## src/rtl/pair_triple_pkg.sv

```systemverilog
// Shared definitions for the pair/triple (2-of-3 majority) self-test checker.
package pair_triple_pkg;

   typedef enum logic [1:0] {
      ST_IDLE  = 2'd0,
      ST_DRIVE = 2'd1,
      ST_DONE  = 2'd2
   } state_t;

   // Only the three pattern lines toward the detector are driven.
   localparam logic [7:0] UIO_OE_MASK = 8'b0000_0111;

   // Golden 2-of-3 majority the detector result is compared against.
   function automatic logic maj3(input logic [2:0] p);
      return (p[0] & p[1]) | (p[2] & (p[0] | p[1]));
   endfunction

   // Hex seven-segment patterns, bit0 = segment a, active-high.
   localparam logic [6:0] SEG7_TABLE [16] = '{
      7'h3F, 7'h06, 7'h5B, 7'h4F, 7'h66, 7'h6D, 7'h7D, 7'h07,
      7'h7F, 7'h6F, 7'h77, 7'h7C, 7'h39, 7'h5E, 7'h79, 7'h71
   };

endpackage

```

## src/rtl/seg7_hex_decoder.sv

```systemverilog
// Combinational 4-bit hex to seven-segment decoder.
module seg7_hex_decoder
   import pair_triple_pkg::*;
(
   input  logic [3:0] value,
   output logic [6:0] segments
);

   assign segments = SEG7_TABLE[value];

endmodule

```

## config.mk

```make
export PLATFORM = sky130hd
export DESIGN_NAME = seg7_hex_decoder
export DESIGN_NICKNAME = d
export VERILOG_FILES = /design/src/rtl/pair_triple_pkg.sv /design/src/rtl/seg7_hex_decoder.sv
export SDC_FILE = /design/constraint.sdc
export NUM_CORES = 1
export LEC_CHECK = 0
export BUFFER_PORTS_ARGS = -buffer_cell sky130_fd_sc_hd__buf_2
export CAP_MARGIN = 20
export CORE_AREA = 2 2 39 41
export DETAILED_ROUTE_END_ITERATION = 12
export DIE_AREA = 0 0 41 43
export PLACE_DENSITY = 0.45
export SETUP_SLACK_MARGIN = 0.02
export SYNTH_ARGS = -nofsm -noshare
export SYNTH_HDL_FRONTEND = slang
export SYNTH_SLANG_ARGS = --single-unit
```

## constraint.sdc

```tcl
create_clock -name vclk -period 0.9
set_input_delay 0 -clock vclk [all_inputs]
set_output_delay 0 -clock vclk [all_outputs]
set_load 0.03 [all_outputs]
```

==> reports/results.tsv, run 1 <==
stage	metric	value	unit
min_path	holdPathEnd	segments[5]	
route	viasPerCell	4.35	
power_and_ir_drop	finalPower	0.315	mW
cts	hold_buffers	0	
route	drtAntennaViolNets	0	
logic_synthesis	ys_seq_area_share	0	%
setup_path	slowest_stage	mux4_2	
global_routing	grt_pass1_wl	1070	microns
min_path	worstHoldStart	value[2]	
flow_run	max_cap_viol_count	0	
sta	layout_setup_ws	-0.101	ns
setup_path	worst_path_dominant_cell_family	multiplexers	
global_routing	grt-ovfl-total	0	
logic_synthesis	synthCells	33	
layout	clock_buffers	0	
min_path	hold_class	in -> out	
run_status	failed_checks	negative setup slack	
min_path	min_path_cells	3	
die	fp.dieArea	1760	sq um
place	routabilityCongestion	0.622	
sta	layout_worst_path_cycle_share	111	%
power_and_ir_drop	power.density	556	nW/um^2
sta	slew_headroom	84.2	%
route	vias	283	
sta	rsz0062_at_grt	yes	
route	dr.pass1.iters	3	
setup_path	crit_path_end_kind	output pin	
global_routing	first_global_vias	241	
power_and_ir_drop	combPwrFrac	100.0	%
setup_path	crit_chain	buf_12, inv_8, ha_4, mux4_2, buf_6	
route	wl_per_cell	9.77	microns
route	drtIter0Drc	3	
power_and_ir_drop	p_clk_share	0	%
layout	finalNonFillerCells	65	
sta	worst_slew_pin_slew	0.237	ns
die	die_x	41	microns
route	wl	635	microns
layout	seq_area	0	sq um
global_routing	antenna_found_initial	0	
die	io-pin-count	11	
sta	setup_tns	-0.207	ns
layout	final_common_cell	buf_6	
power_and_ir_drop	peakVddDrop	156	uV
logic_synthesis	synth.distinct_cells	17	
setup_path	worstPathMaxFanout	4	
power_and_ir_drop	pwr-share-seq	0	%
logic_synthesis	ys_warn_count	0	
layout	layout.nets	62	
layout	area_delta_synth_final	97.0	%
setup_path	worstPathArrival	1.00	ns
cts	cts_setup_buffers	0	
global_routing	grt_use_total	7.99	%
sta	setup_viol	3	
power_and_ir_drop	swShare	49.0	%
run_status	status	complete, but fails checks	
logic_synthesis	syn_area_per_cell	8.72	sq um
setup_path	required	0.90	ns
place	port_buffers	11	
power_and_ir_drop	internal_power	0.161	mW
sta	min_period	1.00	ns
place	dp_cells	65	
setup_path	start_kind	input pin	
setup_path	cp.buffers_inverters	3	
sta	drv_slew	0	
layout	drive_above_1_share	69.4	%
setup_path	critical_path.max_stage_delay	0.46	ns
layout	num_antenna_cells	0	
route	drc	0	
power_and_ir_drop	p_leak	0.234	nW
logic_synthesis	syn_nets	44	
place	hpwl	487	microns
layout	final_cell_mix	buf_6 (9), ha_4 (5), buf_4 (5)	
global_routing	grt_max_degree	13	
sta	finalHoldViolCount	0	
die	num_rows	14	
die	die_height	43	microns
sta	fmax	0.999	GHz
die	fp.coreArea	1380	sq um
setup_path	critical_path_class	in -> out	
logic_synthesis	synth_area	288	sq um
power_and_ir_drop	p_switching	0.154	mW
die	start_util	20.8	%
layout	seq_cells	0	
worst max-delay path by stage:
stage	end	cells after the start	start
final	segments[3]	5	value[0]
after global routing	segments[3]	5	value[0]
after CTS	segments[3]	5	value[1]
after detailed placement	segments[3]	6	value[1]
after global placement	segments[3]	6	value[1]
after floorplan	segments[3]	4	value[1]
worst min-delay path: stages:
cell,delay [ns]
buf_2,0.23
a21oi_2,0.09
buf_6,0.13
stage by stage:
step | cell area, sq um | hold WS (ns) | utilization [%] | worst slack, ns
2_1_floorplan | 304 | 0.232 | - | 0.0201
3_3_place_gp | 415 | 0.462 | 30.0 | -0.224
3_5_place_dp | 415 | 0.463 | 30.0 | -0.228
4_1_cts | 532 | 0.457 | 38.4 | -0.0909
5_1_grt | 567 | 0.486 | 41.0 | -0.121
6_report | 567 | 0.452 | 41.0 | -0.101
power by group through the flow:
stage          Sequential (mW)  Combinational [mW]  Clock (mW)
4_1_cts                      0               0.295           0
5_1_grt                      0               0.336           0
3_3_place_gp                 0               0.232           0
3_5_place_dp                 0               0.233           0
6_report                     0               0.315           0
2_1_floorplan                0               0.159           0
metal layers:
layer | global-route usage [%] | routed length (microns)
met1 | 12.7 | 316
met2 | 12.5 | 298
met3 | 0 | 20
met4 | 0 | 0
met5 | 0 | 0
logic make-up (layout without fill, tap and decap cells):
family / Yosys count / in the layout / share of synthesized area [%]
buf+inv: 7 / 23 / 12.2
mux: 6 / 6 / 27.8
simple gates: 7 / 7 / 14.4
fa+ha+maj: 7 / 7 / 30.4
compound gates: 6 / 6 / 15.2
repair_timing:
item / 4_1_cts / 5_1_grt
gates resized for setup: 31 / 12
pin swaps: 2 / 3
setup endpoints to repair: 7 / 7
synth_stat cells:
cell type | instances | area (sq um)
a21oi_1 | 3 | 15.0
a31o_1 | 1 | 8.76
buf_2 | 1 | 5.00
buf_6 | 1 | 11.3
ha_1 | 7 | 87.6
inv_1 | 5 | 18.8
mux2_2 | 3 | 33.8
mux2i_1 | 2 | 20.0
mux4_1 | 1 | 26.3
nand2_1 | 1 | 3.75
nand2b_1 | 1 | 6.26
nand3b_1 | 1 | 7.51
nor2b_1 | 1 | 6.26
nor3_1 | 2 | 10.0
o31a_2 | 1 | 10.0
o32a_1 | 1 | 10.0
or2b_1 | 1 | 7.51
area by class of cell:
class | instances | area, sq um
fill | 136 | 817
inverter | 5 | 33.8
multi-input combinational | 26 | 322
tap | 16 | 20.0
timing repair buffer | 18 | 191
(Power assumes the default switching activity.)
==> run 2: changes to the inputs <==
==> constraint.sdc (replaced) <==
create_clock -name vclk -period 0.9
set_input_delay 0.18 -clock vclk [all_inputs]
set_output_delay 0.18 -clock vclk [all_outputs]
set_load 0.03 [all_outputs]
==> run 2 against run 1 <==
Against the previous run:
- the run still ends with negative setup slack left
- via count is 8.1% higher
- clock-buffer cell count stayed put
- non-clock buffer count is 2 higher
- wire length is 16% higher
- final cell count is 3.1% higher
- highest routed layer unchanged
- maximum frequency is 26% lower
- critical endpoint unchanged
==> reports/results.tsv, run 2 (synthesized netlist as in run 1, its figures left out) <==
stage	metric	value	unit	change
sta	drv_slew	0		unchanged
layout	n_fill_cell	137		was 136
route	wl	739	microns	was 635 microns
place	pre_cts_slack	-0.624	ns	was -0.228 ns
min_path	hold_class	in -> out		unchanged
global_routing	grt_pass1_wl	1310	microns	was 1070 microns
sta	layout_worst_path_cycle_share	150	%	was 111%
route	dr.pass1.iters	4		was 3
route	drc	0		unchanged
place	place_area	541	sq um	was 415 sq um
layout	final_cell_mix	buf_6 (9), buf_4 (9), ha_4 (4)		was buf_6 (9), ha_4 (5), buf_4 (5)
sta	holdWs	0.674	ns	was 0.452 ns
place	port_buffers	11		unchanged
die	start_util	20.8	%	unchanged
run_status	status	complete, but fails checks		unchanged
sta	layout_setup_ws	-0.446	ns	was -0.101 ns
die	io-pin-count	11		unchanged
setup_path	slowest_stage	mux4_2		unchanged
layout	clock_buffers	0		unchanged
sta	setup_tns	-2.32	ns	was -0.207 ns
sta	finalHoldViolCount	0		unchanged
power_and_ir_drop	finalPower	0.361	mW	was 0.315 mW
sta	worst_slew_pin_slew	0.171	ns	was 0.237 ns
die	fp.dieArea	1760	sq um	unchanged
run_status	failed_checks	negative setup slack		unchanged
setup_path	worstPathMaxFanout	4		unchanged
power_and_ir_drop	power.density	564	nW/um^2	was 556 nW/um^2
sta	setup_viol	7		was 3
setup_path	required	0.72	ns	was 0.90 ns
setup_path	crit_path_end_kind	output pin		unchanged
global_routing	grt-ovfl-total	0		unchanged
sta	fmax	0.743	GHz	was 0.999 GHz
route	drtIter0Drc	3		unchanged
setup_path	critical_path.max_stage_delay	0.46	ns	about the same
setup_path	critical_path_class	in -> out		unchanged
setup_path	worstPathArrival	1.17	ns	was 1.00 ns
die	fp.coreArea	1380	sq um	unchanged
layout	seq_cells	0		unchanged
sta	min_period	1.35	ns	was 1.00 ns
layout	area_delta_synth_final	123	%	was 97.0%
layout	drive_above_1_share	72.5	%	was 69.4%
setup_path	crit_chain	buf_12, inv_12, ha_4, mux4_2, buf_6		was buf_12, inv_8, ha_4, mux4_2, buf_6
route	wl_per_cell	11.0	microns	was 9.77 microns
route	drtAntennaViolNets	0		unchanged
die	die_x	41	microns	unchanged
flow_run	max_cap_viol_count	0		unchanged
route	vias	306		was 283
place	hpwl	637	microns	was 487 microns
global_routing	first_global_vias	310		was 241
global_routing	grt_use_total	9.92	%	was 7.99%
die	die_height	43	microns	unchanged
layout	final_cell_area	641	sq um	was 567 sq um
place	routabilityCongestion	0.661		was 0.622
power_and_ir_drop	p_leak	0.287	nW	was 0.234 nW
setup_path	start_kind	input pin		unchanged
global_routing	antenna_found_initial	0		unchanged
layout	seq_area	0	sq um	unchanged
global_routing	grt_max_degree	11		was 13
power_and_ir_drop	peakVddDrop	225	uV	was 156 uV
layout	num_antenna_cells	0		unchanged
route	viasPerCell	4.57		was 4.35
die	num_rows	14		unchanged
sta	slew_headroom	88.5	%	was 84.2%
sta	rsz0062_at_grt	yes		unchanged
layout	layout.nets	64		was 62
-- run 2: changes by cell type in the layout (fill, tap and decap cells not counted), sizes merged --
cell and change:
clkbuf -1, buf +3
-- run 2: path summary, 6_finish.rpt --
path              depth (start not counted)     start          end
setup / recovery                          5  value[1]  segments[3]
hold / removal                            3  value[2]  segments[5]
-- run 2: final cells by class --
cell class	instances	area [sq um]	share of cell area, %
well taps	16	20.0	3.13
multi-input cells	26	364	56.8
repair buffers	20	209	32.6
inverters	5	47.5	7.42
-- run 2: timing repair --
action	4_1_cts	5_1_grt
setup endpoints to repair	7	7
pin swaps	2	2
hold buffers	0	0
resized for setup	27	1
setup buffers	1	0
endpoints found under the hold margin	0	0
-- run 2: routing by layer --
layer / vias up / wire [microns] / GRT usage (%) / share of wire (%)
li1: 152 / - / - / -
met5: - / 0 / 0 / 0
met1: 143 / 294 / 13.7 / 40
met2: 11 / 400 / 17.5 / 54
met3: 0 / 44 / 0 / 6.0
met4: 0 / 0 / 0 / 0
-- run 2: metrics by stage --
stage | instances | util (%)
detailed placement | 66 | 39.1
floorplan | 33 | -
global route | 67 | 46.3
CTS | 67 | 46.1
finish | 67 | 46.3
global placement | 66 | 39.1
-- run 2: power by group --
| part | switching [mW] | internal (mW) | leakage, nW |
|---|---|---|---|
| Combinational | 0.171 | 0.190 | 0.287 |
| Sequential | 0 | 0 | 0 |
| Clock | 0 | 0 | 0 |
| Total | 0.171 | 0.190 | 0.287 |
-- run 2: critical path, delay by kind of cell --
kind / cells / cell delay, ns
fa+ha+maj: 1 / 0.19
mux: 1 / 0.46
buf+inv: 3 / 0.33
